**src/rtl/imm_pkg.sv**
```systemverilog
// Shared types and opcode constants for the immediate-generation stage.
package imm_pkg;

    // Format code reported with every decoded instruction.
    typedef enum logic [2:0] {
        FMT_NONE = 3'd0,
        FMT_R    = 3'd1,
        FMT_I    = 3'd2,
        FMT_S    = 3'd3,
        FMT_B    = 3'd4,
        FMT_U    = 3'd5,
        FMT_J    = 3'd6
    } fmt_e;

    // Occupancy of the two-entry skid buffer.
    typedef enum logic [1:0] {
        CNT_EMPTY = 2'd0,
        CNT_ONE   = 2'd1,
        CNT_TWO   = 2'd2
    } count_e;

    localparam logic [6:0] OPC_OP_IMM   = 7'b0010011;
    localparam logic [6:0] OPC_LOAD     = 7'b0000011;
    localparam logic [6:0] OPC_JALR     = 7'b1100111;
    localparam logic [6:0] OPC_OP_IMM32 = 7'b0011011;
    localparam logic [6:0] OPC_STORE    = 7'b0100011;
    localparam logic [6:0] OPC_BRANCH   = 7'b1100011;
    localparam logic [6:0] OPC_LUI      = 7'b0110111;
    localparam logic [6:0] OPC_AUIPC    = 7'b0010111;
    localparam logic [6:0] OPC_JAL      = 7'b1101111;
    localparam logic [6:0] OPC_OP       = 7'b0110011;
    localparam logic [6:0] OPC_OP32     = 7'b0111011;

    localparam logic [2:0] F3_SLL = 3'b001;
    localparam logic [2:0] F3_SRX = 3'b101;

endpackage

```
**src/rtl/imm_decode.sv**
```systemverilog
// Combinational opcode-driven immediate decoder: inst -> {imm, fmt, illegal}.
module imm_decode
    import imm_pkg::*;
#(
    parameter int XLEN = 32
) (
    input  logic [31:0]     inst,
    output logic [XLEN-1:0] imm,
    output fmt_e            fmt,
    output logic            illegal
);

    logic [6:0]      opcode;
    logic [2:0]      funct3;
    logic            is_shift;
    logic [XLEN-1:0] imm_i;
    logic [XLEN-1:0] imm_s;
    logic [XLEN-1:0] imm_b;
    logic [XLEN-1:0] imm_u;
    logic [XLEN-1:0] imm_j;

    assign opcode   = inst[6:0];
    assign funct3   = inst[14:12];
    assign is_shift = (funct3 == F3_SLL) || (funct3 == F3_SRX);

    // Every candidate immediate is sign-extended from its own top bit; the
    // B and J forms already carry the implicit zero LSB.
    assign imm_i = XLEN'($signed(inst[31:20]));
    assign imm_s = XLEN'($signed({inst[31:25], inst[11:7]}));
    assign imm_b = XLEN'($signed({inst[31], inst[7], inst[30:25], inst[11:8], 1'b0}));
    assign imm_u = XLEN'($signed({inst[31:12], 12'b0}));
    assign imm_j = XLEN'($signed({inst[31], inst[19:12], inst[20], inst[30:21], 1'b0}));

    // Select format and immediate from the opcode; unknown opcodes flag illegal.
    always_comb begin
        imm     = '0;
        fmt     = FMT_NONE;
        illegal = 1'b0;
        case (opcode)
            OPC_OP_IMM: begin
                fmt = FMT_I;
                if (is_shift) begin
                    // shamt is 6 bits wide on RV64, 5 bits on RV32
                    if (XLEN == 64) imm[5:0] = inst[25:20];
                    else            imm[4:0] = inst[24:20];
                end else begin
                    imm = imm_i;
                end
            end
            OPC_LOAD, OPC_JALR: begin
                fmt = FMT_I;
                imm = imm_i;
            end
            OPC_OP_IMM32: begin
                if (XLEN == 64) begin
                    fmt = FMT_I;
                    // word shifts only ever use a 5-bit shamt
                    if (is_shift) imm[4:0] = inst[24:20];
                    else          imm      = imm_i;
                end else begin
                    illegal = 1'b1;
                end
            end
            OPC_STORE: begin
                fmt = FMT_S;
                imm = imm_s;
            end
            OPC_BRANCH: begin
                fmt = FMT_B;
                imm = imm_b;
            end
            OPC_LUI, OPC_AUIPC: begin
                fmt = FMT_U;
                imm = imm_u;
            end
            OPC_JAL: begin
                fmt = FMT_J;
                imm = imm_j;
            end
            OPC_OP: begin
                fmt = FMT_R;
            end
            OPC_OP32: begin
                if (XLEN == 64) fmt = FMT_R;
                else            illegal = 1'b1;
            end
            default: begin
                illegal = 1'b1;
            end
        endcase
    end

endmodule

```
**src/rtl/imm_gen_stage.sv**
```systemverilog
// Registered immediate-generation stage: decode feeds a two-entry skid
// buffer with valid/ready on both sides and a registered in_ready.
module imm_gen_stage
    import imm_pkg::*;
#(
    parameter int XLEN = 32
) (
    input  logic            clk,
    input  logic            rst,
    input  logic            in_valid,
    output logic            in_ready,
    input  logic [31:0]     in_inst,
    input  logic [XLEN-1:0] in_pc,
    input  logic            flush,
    output logic            out_valid,
    input  logic            out_ready,
    output logic [XLEN-1:0] out_imm,
    output logic [2:0]      out_fmt,
    output logic [XLEN-1:0] out_pc,
    output logic            out_illegal
);

    if (XLEN != 32 && XLEN != 64) begin : g_bad_xlen
        $error("imm_gen_stage: XLEN must be 32 or 64");
    end

    typedef struct packed {
        logic [XLEN-1:0] imm;
        fmt_e            fmt;
        logic [XLEN-1:0] pc;
        logic            illegal;
    } entry_t;

    entry_t          dec_entry;
    logic [XLEN-1:0] dec_imm;
    fmt_e            dec_fmt;
    logic            dec_illegal;

    count_e count_q, count_d;
    entry_t head_q, head_d;   // oldest entry, drives out_*
    entry_t tail_q, tail_d;   // second entry, only live in CNT_TWO
    logic   in_ready_q;
    logic   enq, deq;

    imm_decode #(.XLEN(XLEN)) u_decode (
        .inst    (in_inst),
        .imm     (dec_imm),
        .fmt     (dec_fmt),
        .illegal (dec_illegal)
    );

    assign dec_entry = '{imm: dec_imm, fmt: dec_fmt, pc: in_pc, illegal: dec_illegal};

    assign in_ready  = in_ready_q;
    assign out_valid = (count_q != CNT_EMPTY);
    assign enq       = in_valid && in_ready_q;
    assign deq       = out_valid && out_ready;

    // Next-state and slot updates. Slots are zeroed whenever they fall out of
    // use so the payload outputs read 0 / FMT_NONE while out_valid is low.
    always_comb begin
        count_d = count_q;
        head_d  = head_q;
        tail_d  = tail_q;
        if (flush) begin
            count_d = CNT_EMPTY;
            head_d  = '0;
            tail_d  = '0;
        end else begin
            case (count_q)
                CNT_EMPTY: begin
                    if (enq) begin
                        head_d  = dec_entry;
                        count_d = CNT_ONE;
                    end
                end
                CNT_ONE: begin
                    if (enq && deq) begin
                        head_d = dec_entry;
                    end else if (enq) begin
                        tail_d  = dec_entry;
                        count_d = CNT_TWO;
                    end else if (deq) begin
                        head_d  = '0;
                        count_d = CNT_EMPTY;
                    end
                end
                CNT_TWO: begin
                    // in_ready is low here, so only a dequeue can occur
                    if (deq) begin
                        head_d  = tail_q;
                        tail_d  = '0;
                        count_d = CNT_ONE;
                    end
                end
                default: begin
                    count_d = CNT_EMPTY;
                    head_d  = '0;
                    tail_d  = '0;
                end
            endcase
        end
    end

    // State registers; in_ready is precomputed from the next count so there is
    // no combinational path from out_ready to in_ready.
    always_ff @(posedge clk or posedge rst) begin
        if (rst) begin
            count_q    <= CNT_EMPTY;
            head_q     <= '0;
            tail_q     <= '0;
            in_ready_q <= 1'b1;
        end else begin
            count_q    <= count_d;
            head_q     <= head_d;
            tail_q     <= tail_d;
            in_ready_q <= (count_d != CNT_TWO);
        end
    end

    assign out_imm     = head_q.imm;
    assign out_fmt     = head_q.fmt;
    assign out_pc      = head_q.pc;
    assign out_illegal = head_q.illegal;

endmodule

```
**config.mk**
```make
export PLATFORM = sky130hd
export DESIGN_NAME = imm_gen_stage
export DESIGN_NICKNAME = d
export VERILOG_FILES = /design/src/rtl/imm_pkg.sv /design/src/rtl/imm_decode.sv /design/src/rtl/imm_gen_stage.sv
export SDC_FILE = /design/constraint.sdc
export NUM_CORES = 1
export LEC_CHECK = 0
export CAP_MARGIN = 5
export CORE_MARGIN = 1
export CORE_UTILIZATION = 27
export DETAILED_ROUTE_END_ITERATION = 10
export GPL_ROUTABILITY_DRIVEN = 1
export REMOVE_ABC_BUFFERS = 1
export SETUP_SLACK_MARGIN = 0.4
export SLEW_MARGIN = 30
export SYNTH_ARGS = -nofsm -noshare
export SYNTH_HDL_FRONTEND = slang
export SYNTH_SLANG_ARGS = --single-unit
```
**constraint.sdc**
```tcl
create_clock -name clk -period 4.61 [get_ports clk]
set_input_delay 0.922 -clock clk [delete_from_list [all_inputs] [get_ports clk]]
set_output_delay 0.922 -clock clk [all_outputs]
set_load 0.05 [all_outputs]
```
# After elaboration in Yosys (flattened, before gate mapping)
# Index checks and enable logic that the tools add are counted.
[word_totals]
regBits = 139
latch_bits = 0
ram_bits = 0
mem_bits_ro = 0
input_bits = 69
out_inout_bits = 70
n_memories = 0
[classes]
addsub = 0
multipliers = 0
div = 0
magnitude_cmp = 0
n_eq_ne = 21
shifts = 0
mux = 21
bitwise_logic = 0
n_reduce_logical = 12
[ops]
columns = ["op", "n"]
rows = [
  ["$mux 68", 8],
  ["$pmux 68 s3", 2],
  ["$pmux 32 s6", 1],
  ["$mux 27", 1],
  ["$eq 7x6->1 const B", 3],
  ["$eq 7x7->1 const B", 3],
  ["$pmux 3 s6", 1],
  ["$eq 7x5->1 const B", 2],
  ["$mux 2", 6],
  ["$ne 3x3->1 const B", 4],
  ["$reduce_or 9->1", 1],
  ["$ne 4x4->1 const B", 2],
  ["$reduce_and 4->1", 2],
  ["$eq 7x2->1 const B", 1],
  ["$pmux 2 s3", 1],
  ["$ne 2x2->1 const B", 2],
  ["$reduce_or 2->1", 2],
  ["$eq 3x1->1 const B", 1],
  ["$eq 3x3->1 const B", 1],
  ["$logic_and 1x1->1", 3],
  ["$reduce_or 3->1", 1],
  ["$eq 2x1->1 const B", 1],
  ["$eq 2x2->1 const B", 1],
  ["$logic_not 2->1", 1],
  ["other kinds (3)", 3],
]

# Longest topological paths before layout
# Gate-level depths: netlist of the first run.
[depth]
word_depth = 8
depth_mapped = 8

# Hierarchy
# Synthesis of the first run repeated with hierarchy kept, for this count alone.
[hier_totals]
cells_unflattened = 734
hier_area_um2 = 7623.6
[modules_own_cells]
columns = ["mod", "instances", "cells_per_inst", "area_per_inst_um2", "seq_area_each_um2"]
rows = [
  ["imm_gen_stage", 1, 647, 6988.0, 3479.6],
  ["imm_decode", 1, 87, 635.6, 0.0],
]

# Least setup slack after synthesis of the first run
# Ideal clock, no wire load.
[synth_path]
kind = "input -> register"
from = "input out_ready"
to = "register tail_q[58] (netlist bit)"
setup_time_ns = 0.126
arrival_time_ns = 2.139
t_required_ns = 4.484
setup_slack_ns = 2.345
path_stages = 7
cell_sequence = "buf_6 > and3b_1 > o22ai_4 > and2_1 > buf_2 > buf_6 > a221o_1"
[synth_via]
elab_chain_len = 4
word_cells_on_any_way = 5
classes_between = "2 x eq/ne; 3 x reduce/logical"
[synth_lines]
columns = ["item", "line_no", "source"]
rows = [
  ["from (decl)", "imm_gen_stage.sv:16", "input logic out_ready,"],
  ["$logic_and 1x1->1 *", "imm_gen_stage.sv:57", "assign deq = out_valid && out_ready;"],
  ["$logic_and 1x1->1", "imm_gen_stage.sv:78", "if (enq && deq) begin"],
  ["$ne 3x3->1 (no line)", "-", ""],
  ["$reduce_and 4->1 (no line) *", "-", ""],
  ["to (signal assigned)", "imm_gen_stage.sv:116", "tail_q <= tail_d;"],
  ["to (decl)", "imm_gen_stage.sv:41", "entry_t tail_q, tail_d;"],
]
# Every way passes the cells marked *; elsewhere a longest branch is shown, timed or not.
# A chain may end at the register's enable or synchronous reset.

# Worst setup path in the final report of the first run
[layout_path]
from = "register count_q[0]"
to = "output out_valid"
[layout_via]
elab_chain_len = 1
[layout_lines]
columns = ["item", "line_no", "source"]
rows = [
  ["from (decl)", "imm_gen_stage.sv:39", "count_e count_q, count_d;"],
  ["from (signal assigned)", "imm_gen_stage.sv:114", "count_q <= count_d;"],
  ["$reduce_bool 2->1", "imm_gen_stage.sv:55", "assign out_valid = (count_q != CNT_EMPTY);"],
  ["to (decl)", "imm_gen_stage.sv:15", "output logic out_valid,"],
]
# No other way between the ends.

==> impl_metrics.tcl, run 1 <==
set metrics [dict create \
    status "complete, no violations" \
    ys_top_cells_by_count "dfrtp_1 (138), a22oi_1 (69), nand2_1 (55)" \
    grt_pass1_vias 5221 \
    synth_simple_gate_area_share_pct 8.215 \
    hpwl_um 11740 \
    start_util_pct 27.58 \
    layout.nets 737 \
    antenna_found_initial 0 \
    gp_congestion 0.8083 \
    grt_max_degree 74 \
    rows 55 \
    first_pass_iters 6 \
    synth_xor_area_share_pct 0.2805 \
    critPathArrivalTime_ns 2.04 \
    startpoint_type "flop" \
    r2r_cells 4 \
    hold_buffers 0 \
    crit_required_ns 3.69 \
    cts-root-buf "clkbuf_16" \
    clock_skew_ns 0.006350 \
    slew_headroom_pct 48.65 \
    syn_to_final_growth_pct 35.82 \
    crit_fanout 9 \
    clock_latency_ns 0.42 \
    post_cts_buffers 0 \
    synth_cells 553 \
    hold_class "flop to flop" \
    rsz0062_at_grt "false" \
    tightest_slew_ns 0.7644 \
    crit_type "flop to primary output" \
    syn_area_um2 6245 \
    die_area_um2 23740 \
    powerDensity_nw_per_um2 374.7 \
    ios 139 \
    grt-ovfl-total 0 \
    cts.repair.resized 0 \
    yosys.area.top_type "dfrtp_1" \
    drc 0 \
    synth.most_common_cell "dfrtp_1" \
    vdd_drop_max_mv 0.2224 \
    synth-compound-area-share_pct 30.41 \
    synth_top_area_share_pct 55.30 \
    yosysWarnings 0 \
    cts_made_buffers 17 \
    ant_nets 0 \
    vias 5194 \
    synthFlopType "dfrtp_1" \
    ys_top_cells_by_area "dfrtp_1 (55%), a22oi_1 (8.3%), a22o_1 (4.9%), o21ai_0 (3.9%), nand2_1 (3.3%)" \
    insertedDiodeCount 0 \
    cts_max_path_buffers 2 \
    core_um2 22640 \
    place_area_um2 7858 \
    fin_util_pct 37.46 \
    rr_startpoint "count_q[0]" \
    finalMaxSlewViolations 0 \
    numClockSinks 139 \
    hp-start "out_fmt[0]" \
    synth.distinct_cells 55 \
    synthArstFlopShare_pct 100.0 \
    post_route_cells_drive_above_1_share_pct 9.278 \
    portBuffers 138 \
    track_usage_pct 16.07 \
    fin_crit_sh_pct 64.15 \
    end_kind "primary output" \
    die_h_um 154.1 \
    maxCapViolations 0 \
    syn_area_per_cell_um2 11.29 \
    routed_wl_um 18580 \
    die_x_um 154.1 \
    r2r_end "out_pc[20]" \
    post_synth_fa_ha_maj_area_fraction_pct 0 \
    ff2ff_setup_slack_ns 2.37 \
    synth.mux.area_fraction_pct 0.3606 \
    cts_tree "yes" \
    synth_top_family_by_area "compound AO/OA/AOI/OAI gates" \
    min_to "out_fmt[0]" \
    synth_edf_count 0 \
    synth_seq_cells 139 \
    hold_viol_final 0 \
    setup_viol 0 \
    clkSlewWorstSetupHoldPaths_ns 0.06 \
    yosysSeqAreaShare_pct 55.72 \
    fmax_mhz 338.2 \
    postLayoutCellArea_um2 8482 \
    post-route-min-period_ns 2.957 \
    cts-htree-levels 4 \
    routed_via_density 5.388 \
    grt_first_pass_wirelength_um 29700 \
    initialDrtViolationCount 435 \
    leakage_nw 3.539 \
    whs_path_depth 2 \
    post_drt_wl_per_cell_um 19.27 \
]
layout by cell type, fill, tap and decap left out, types with 3 or more instances in the layout:
master	n
clkdlybuf4s50_1	138
buf_4	10
a221oi_1	9
clkinv_4	4
a21oi_1	4
a22oi_1	69
o21ai_0	49
a22o_1	35
o2bb2ai_1	8
a32o_1	6
a311oi_1	9
o21ai_1	6
nor2_1	5
nand3_1	22
inv_1	6
nand2_1	55
clkbuf_16	17
a32oi_1	12
o211ai_1	9
a221o_1	11
dfrtp_1	138
bufinv_16	4
nand2b_1	3
worst max-delay path: stages (launching register included):
cell,delay [ns]
dfrtp_1,0.61
or2_1,0.20
clkdlybuf4s50_1,0.81
metrics by stage:
step | std cells | worst slack [ns] | hold WS, ns | power (W) | TNS, ns
5_1_grt | 964 | 1.556 | 0.4871 | 0.003294 | 0
6_report | 964 | 1.653 | 0.4721 | 0.003178 | 0
3_5_place_dp | 934 | 1.262 | 0.4649 | 0.001741 | 0
2_1_floorplan | 499 | -0.03486 | 0.4570 | 0.001533 | -4.811
3_3_place_gp | 934 | 1.335 | 0.4568 | 0.001738 | 0
4_1_cts | 964 | 1.619 | 0.4781 | 0.003212 | 0
routing by layer:
metal,vias up,part of all wire (%),track usage (%)
met3,14,7.2,4.087
met2,239,45,24.55
met1,2560,47,22.73
met5,-,0,0
li1,2381,-,-
met4,0,0.67,3.571
how the worst max path moves through the flow:
stage               startpoint    endpoint  slack, ns
floorplan                  rst  count_q[0]      -0.03
global placement     out_ready  tail_q[56]       1.34
detailed placement   out_ready  tail_q[59]       1.26
CTS                 count_q[0]   out_valid       1.62
global route        count_q[1]   out_valid       1.56
finish              count_q[0]   out_valid       1.65
power by group:
| group | switching [W] | internal (W) | total, W | leakage, nW |
|---|---|---|---|---|
| logic | 0.000285 | 0.000155 | 0.000440 | 1.32 |
| registers | 0.0000235 | 0.00126 | 0.00128 | 1.92 |
| clock network | 0.000529 | 0.000931 | 0.00146 | 0.302 |
registers in the layout (all words and copies together) (netlist names):
name         flops
out_fmt          3
out_illegal      1
count_q          2
in_ready         1
out_imm         32
tail_q          68
out_pc          32
layout make-up:
cell class / count / area [um2]
well taps: 285 / 356.6
inverters: 7 / 31.28
multi-input cells: 353 / 2494
repair buffers: 150 / 1496
clock inverters: 10 / 167.7
clock buffers: 20 / 456.7
flip-flops and latches: 139 / 3480
fillers: 2205 / 14160
cell families after synthesis:
group,after synthesis
mux,2
compound gates,244
simple gates,105
flops,139
xor+xnor,2
buf+inv,61
(Power assumes the default switching activity.)
==> run 2, diff against run 1 <==
==> constraint.sdc (replaced) <==
create_clock -name clk -period 2.98 [get_ports clk]
set_input_delay 0.596 -clock clk [delete_from_list [all_inputs] [get_ports clk]]
set_output_delay 0.596 -clock clk [all_outputs]
set_load 0.05 [all_outputs]
==> run 2 against run 1 <==
Compared with the run above: count of clock-buffer cells in the layout shrank 1; flip-flop and latch count did not move; largest power group unchanged; register-to-register slack got worse by 1.6 ns; wire length is 1.2% lower; combinational power rose by 59%; largest cell class unchanged; non-clock buffer count up 14; highest routed layer unchanged; clock power increased by 51%.
==> impl_metrics.tcl, run 2 (synthesis gave the netlist of run 1 again) <==
set metrics [dict create \
    clockPowerShare_pct 45.1 \
    cts_max_path_buffers 2 \
    crit_fanout 6 \
    rsz0062_at_grt "false" \
    power_frac_seq_pct 40.5 \
    multi_input_area_um2 2494 \
    cts-htree-levels 4 \
    maxCapViolations 0 \
    critPathArrivalTime_ns 1.81 \
    grt_first_pass_wirelength_um 29520 \
    gp_congestion 0.7610 \
    cts-root-buf "clkbuf_16" \
    powerDensity_nw_per_um2 566.7 \
    postLayoutCellArea_um2 8611 \
    slowest_stage "clkdlybuf4s50_1" \
    cts_tree "yes" \
    routed_wl_um 18360 \
    grt-ovfl-total 0 \
    hpwl_um 11940 \
    crit_required_ns 2.38 \
    syn_to_final_growth_pct 37.89 \
    cts.repair.resized 1 \
    clock_skew_ns 0.006022 \
    final_cell_mix "dfrtp_1 (138), clkdlybuf4s50_1 (137), a22oi_1 (69), nand2_1 (55), o21ai_0 (49)" \
    post_route_cells_drive_above_1_share_pct 11.51 \
    layout.nets 751 \
    cts_made_buffers 17 \
    p_int_w 0.003565 \
    vias 5267 \
    initialDrtViolationCount 385 \
    rows 55 \
    slew_headroom_pct 55.74 \
    vdd_drop_max_mv 0.2974 \
    numClockSinks 139 \
    final_common_cell "dfrtp_1" \
    drc 0 \
    crit_chain "clkdlybuf4s50_1" \
    post_cts_buffers 0 \
    hold_viol_final 0 \
    place_area_um2 7991 \
    combPwrFrac_pct 14.3 \
    die_x_um 154.1 \
    post_drt_wl_per_cell_um 18.73 \
    fmax_mhz 415.9 \
    antenna_found_initial 0 \
    startpoint_type "flop" \
    start_util_pct 27.58 \
    track_usage_pct 15.93 \
    routed_via_density 5.374 \
    p_sw_w 0.001315 \
    first_pass_iters 5 \
    setup_viol 0 \
    core_um2 22640 \
    cpLargestDelayFamily "buffers and inverters" \
    post-route-min-period_ns 2.404 \
    ant_nets 0 \
    tightest_slew_ns 0.6639 \
    placed_cells 948 \
    end_kind "primary output" \
    die_area_um2 23740 \
    crit_buf_inv 1 \
    clock_latency_ns 0.42 \
    hold_class "flop to flop" \
    grt_pass1_vias 5302 \
    status "complete, no violations" \
    layout.cells.non_filler 980 \
    cp_slowest_stage_delay_ns 0.82 \
    portBuffers 138 \
    insertedDiodeCount 0 \
    clkSlewWorstSetupHoldPaths_ns 0.06 \
    seq_area_um2 3480 \
    fin_util_pct 38.03 \
    crit_type "flop to primary output" \
    regMostFlops "tail_q" \
    die_h_um 154.1 \
    fin_crit_sh_pct 80.69 \
    n_fill_cell 2210 \
    hold_buffers 0 \
    largest_reg_flops 68 \
    ios 139 \
    netSwitchingFraction_pct 26.94 \
    finalMaxSlewViolations 0 \
    hold_slack_ns 0.4722 \
    leakage_nw 3.607 \
    grt_max_degree 53 \
]
run 2: cell count changes in the layout (fill, tap and decap cells not counted):
| cell | before | now |
|---|---|---|
| buf_6 | 0 | 1 |
| clkinv_4 | 4 | 3 |
| buf_4 | 10 | 21 |
| dlygate4sd2_1 | 0 | 1 |
| clkinvlp_4 | 1 | 5 |
| clkbuf_1 | 1 | 0 |
| inv_6 | 1 | 2 |
| buf_12 | 2 | 4 |
| bufinv_16 | 4 | 3 |
| clkdlybuf4s50_1 | 138 | 137 |
run 2: per-stage QoR:
stage	power, W	setup TNS (ns)	setup slack [ns]
final	0.004880	0	0.5756
after global routing	0.005068	0	0.5179
after CTS	0.004932	0	0.5501
after detailed placement	0.002718	0	0.3333
after global placement	0.002710	0	0.2487
after floorplan	0.002372	-242.82	-1.339
run 2: final cells by class:
class | count | share of cell area (%)
inverter | 7 | 0.3633
clock buffer | 19 | 5.260
timing repair buffer | 164 | 18.92
clock inverter | 13 | 1.947
multi-input combinational | 353 | 28.96
tap | 285 | 4.141
sequential | 139 | 40.41
run 2: path summary, 6_finish.rpt:
| path | start | to | cells after the start | slack [ns] |
|---|---|---|---|---|
| setup / recovery | in_ready | in_ready | 1 | 0.58 |
| hold / removal | out_fmt[0] | out_fmt[0] | 2 | 0.47 |
| setup reg to reg | count_q[0] | out_pc[23] | 6 | 0.73 |
| hold reg to reg | out_fmt[0] | out_fmt[0] | 2 | 0.47 |
| max in group asynchronous | rst | in_ready | 3 | 1.73 |
| min in group asynchronous | rst | out_pc[14] | 2 | 0.58 |
run 2: layer usage:
layer | wire (um) | GRT usage [%] | share of wire [%]
met5 | 0 | 0 | 0
met4 | 81 | 3.714 | 0.44
met3 | 1460 | 5.327 | 8.0
met2 | 8291 | 23.98 | 45
met1 | 8525 | 21.96 | 46
run 2: power groups by stage:
stage	Sequential (W)	Clock [W]	Combinational, W
floorplan	0.00215	0	0.000222
global placement	0.00201	0	0.000698
detailed placement	0.00201	0	0.000706
CTS	0.00198	0.00225	0.000707
global route	0.00198	0.00233	0.000750
finish	0.00198	0.00220	0.000699
==> run 3, diff against run 2 <==
==> constraint.sdc (replaced) <==
create_clock -name clk -period 2 [get_ports clk]
set_input_delay 0.4 -clock clk [delete_from_list [all_inputs] [get_ports clk]]
set_output_delay 0.4 -clock clk [all_outputs]
set_load 0.05 [all_outputs]
==> run 3 against run 2 <==
Compared with the run above: sequential power rose by 49%; hold slack worse by 0.12 ns; worst setup slack got worse by 0.29 ns; design area rose by 15%; flip-flop and latch count stayed put; power increased by 55%; non-clock buffer count increased by 75; count of clock-buffer cells in the layout did not move; clock skew grew 0.0043 ns; first-iteration DRC count is 9.9% higher; largest power group unchanged.
==> impl_metrics.tcl, run 3 (synthesis gave the netlist of run 1 again) <==
set metrics [dict create \
    r2r_end "out_imm[31]" \
    die_h_um 154.1 \
    portBuffers 138 \
    final_common_cell "dfrtp_1" \
    cts_made_buffers 17 \
    slowest_stage "a2111o_1" \
    end_kind "flop" \
    tightest_slew_ns 0.5148 \
    leakage_nw 4.360 \
    crit_chain "a2111o_1 -> o31ai_4 -> buf_12 -> buf_12 -> a221oi_1 -> a311oi_1" \
    setup_viol 0 \
    gp_congestion 0.8281 \
    layout.cells.non_filler 1056 \
    final_cell_mix "dfrtp_1 (136), buf_4 (76), clkdlybuf4s50_1 (56), a22oi_1 (53), nand2_1 (46)" \
    slew_headroom_pct 65.49 \
    antenna_found_initial 0 \
    clock_latency_ns 0.42 \
    status "complete, no violations" \
    hold_viol_final 0 \
    clkSlewWorstSetupHoldPaths_ns 0.06 \
    die_x_um 154.1 \
    grt_max_degree 53 \
    critPathArrivalTime_ns 2.01 \
    drc 0 \
    crit_cells 6 \
    cp_slowest_stage_delay_ns 0.45 \
    start_util_pct 27.58 \
    power_w 0.007540 \
    first_pass_iters 5 \
    initialDrtViolationCount 423 \
    routed_via_density 5.412 \
    crit_required_ns 2.30 \
    ios 139 \
    crit_path_frequent_cell "buf_12" \
    finalMaxSlewViolations 0 \
    track_usage_pct 17.31 \
    die_area_um2 23740 \
    insertedDiodeCount 0 \
    setup.worst_path.start "in_ready" \
    startpoint_type "flop" \
    hold_class "primary input to asynchronous set/reset pin" \
    post_route_cells_drive_above_1_share_pct 36.06 \
    fin_util_pct 43.56 \
    grt_pass1_vias 5531 \
    cts_tree "yes" \
    largest_reg_flops 68 \
    crit_type "flop to flop" \
    core_um2 22640 \
    numClockSinks 139 \
    powerDensity_nw_per_um2 764.5 \
    fin_crit_sh_pct 85.50 \
    cpLargestDelayFamily "compound AO/OA/AOI/OAI gates" \
    clock_skew_ns 0.01035 \
    vdd_drop_max_mv 0.5305 \
    cp-endpoint "out_imm[31]" \
    hpwl_um 12830 \
    crit_buf_inv 2 \
    maxCapViolations 0 \
    r2r_cells 6 \
    routed_wl_um 20960 \
    grt_first_pass_wirelength_um 31770 \
    syn_to_final_growth_pct 57.92 \
    post_drt_wl_per_cell_um 19.84 \
    ant_nets 0 \
    ff2ff_setup_slack_ns 0.29 \
    rows 55 \
    crit_fanout 7 \
    placed_cells 998 \
    post-route-min-period_ns 1.710 \
    grt-ovfl-total 0 \
    cts-root-buf "clkbuf_16" \
    rsz0062_at_grt "true" \
    cts_max_path_buffers 2 \
    cts-htree-levels 4 \
    layout.nets 829 \
    regMostFlops "tail_q" \
    hold_buffers 0 \
    vias 5715 \
    rr_startpoint "in_ready" \
    fmax_mhz 584.8 \
]
[run 3: cell count changes in the layout (fill, tap and decap cells not counted), sizes merged, moves of 2 or more]
| cell | change |
|---|---|
| buf | +105 |
| clkdlybuf4s50 | -81 |
| clkdlybuf4s15 | +30 |
| clkbuf | +8 |
| dlygate4sd2 | +6 |
| clkdlybuf4s18 | +4 |
| dlymetal6s2s | +3 |
| and2 | +2 |
[run 3: worst reg2reg max path, cell delays in order, from the launching register on]
cell and delay, ns:
dfstp_2 0.40, a2111o_1 0.45, o31ai_4 0.08, buf_12 0.19, buf_12 0.12, a221oi_1 0.07, a311oi_1 0.29
[run 3: how the worst min path moves through the flow]
| stage | start | to | slack [ns] | depth (start not counted) |
|---|---|---|---|---|
| final | rst | out_pc[26] | 0.35 | 2 |
| after floorplan | tail_q[34] | tail_q[34] | 0.46 | 1 |
| after CTS | rst | out_pc[26] | 0.35 | 2 |
| after global placement | out_fmt[0] | out_fmt[0] | 0.45 | 2 |
| after global routing | rst | out_pc[26] | 0.36 | 2 |
| after detailed placement | out_fmt[0] | out_fmt[0] | 0.46 | 2 |
[run 3: area by class of cell]
cell class	count	area, um2
fillers	2109	12780
inverters	7	31.28
flip-flops and latches	139	3482
repair buffers	239	2585
well taps	285	356.6
clock inverters	11	147.6
multi-input cells	356	2816
clock buffers	19	442.9
[run 3: per-stage QoR]
step	cell area, um2	hold slack, ns	setup slack [ns]	TNS [ns]
4_1_cts	9445	0.3506	0.2710	0
5_1_grt	9862	0.3633	0.2184	0
3_3_place_gp	8523	0.4545	-0.2881	-16.85
2_1_floorplan	5958	0.4570	-2.123	-444.82
6_report	9862	0.3485	0.2900	0
3_5_place_dp	8523	0.4598	-0.3244	-17.64
[run 3: what timing repair did]
| item | 4_1_cts | 5_1_grt |
|---|---|---|
| setup endpoints to repair | 189 | 154 |
| cloned | 6 | 8 |
| gates resized for setup | 208 | 103 |
| pin swaps | 18 | 26 |
| setup buffers | 7 | 7 |
[run 3: per-layer routing]
layer	track usage (%)	up-vias	part of all wire [%]
met5	0	-	0
met4	4.762	0	0.96
met3	4.651	21	7.0
met2	26.82	245	47
met1	23.70	2859	45
li1	-	2590	-
[run 3: power by group]
group	internal (W)	leakage, nW	switching (W)	total (W)
clock network	0.00198	0.277	0.00124	0.00322
registers	0.00289	1.92	0.0000539	0.00295
logic	0.000604	2.17	0.000773	0.00138
total	0.00548	4.36	0.00206	0.00754
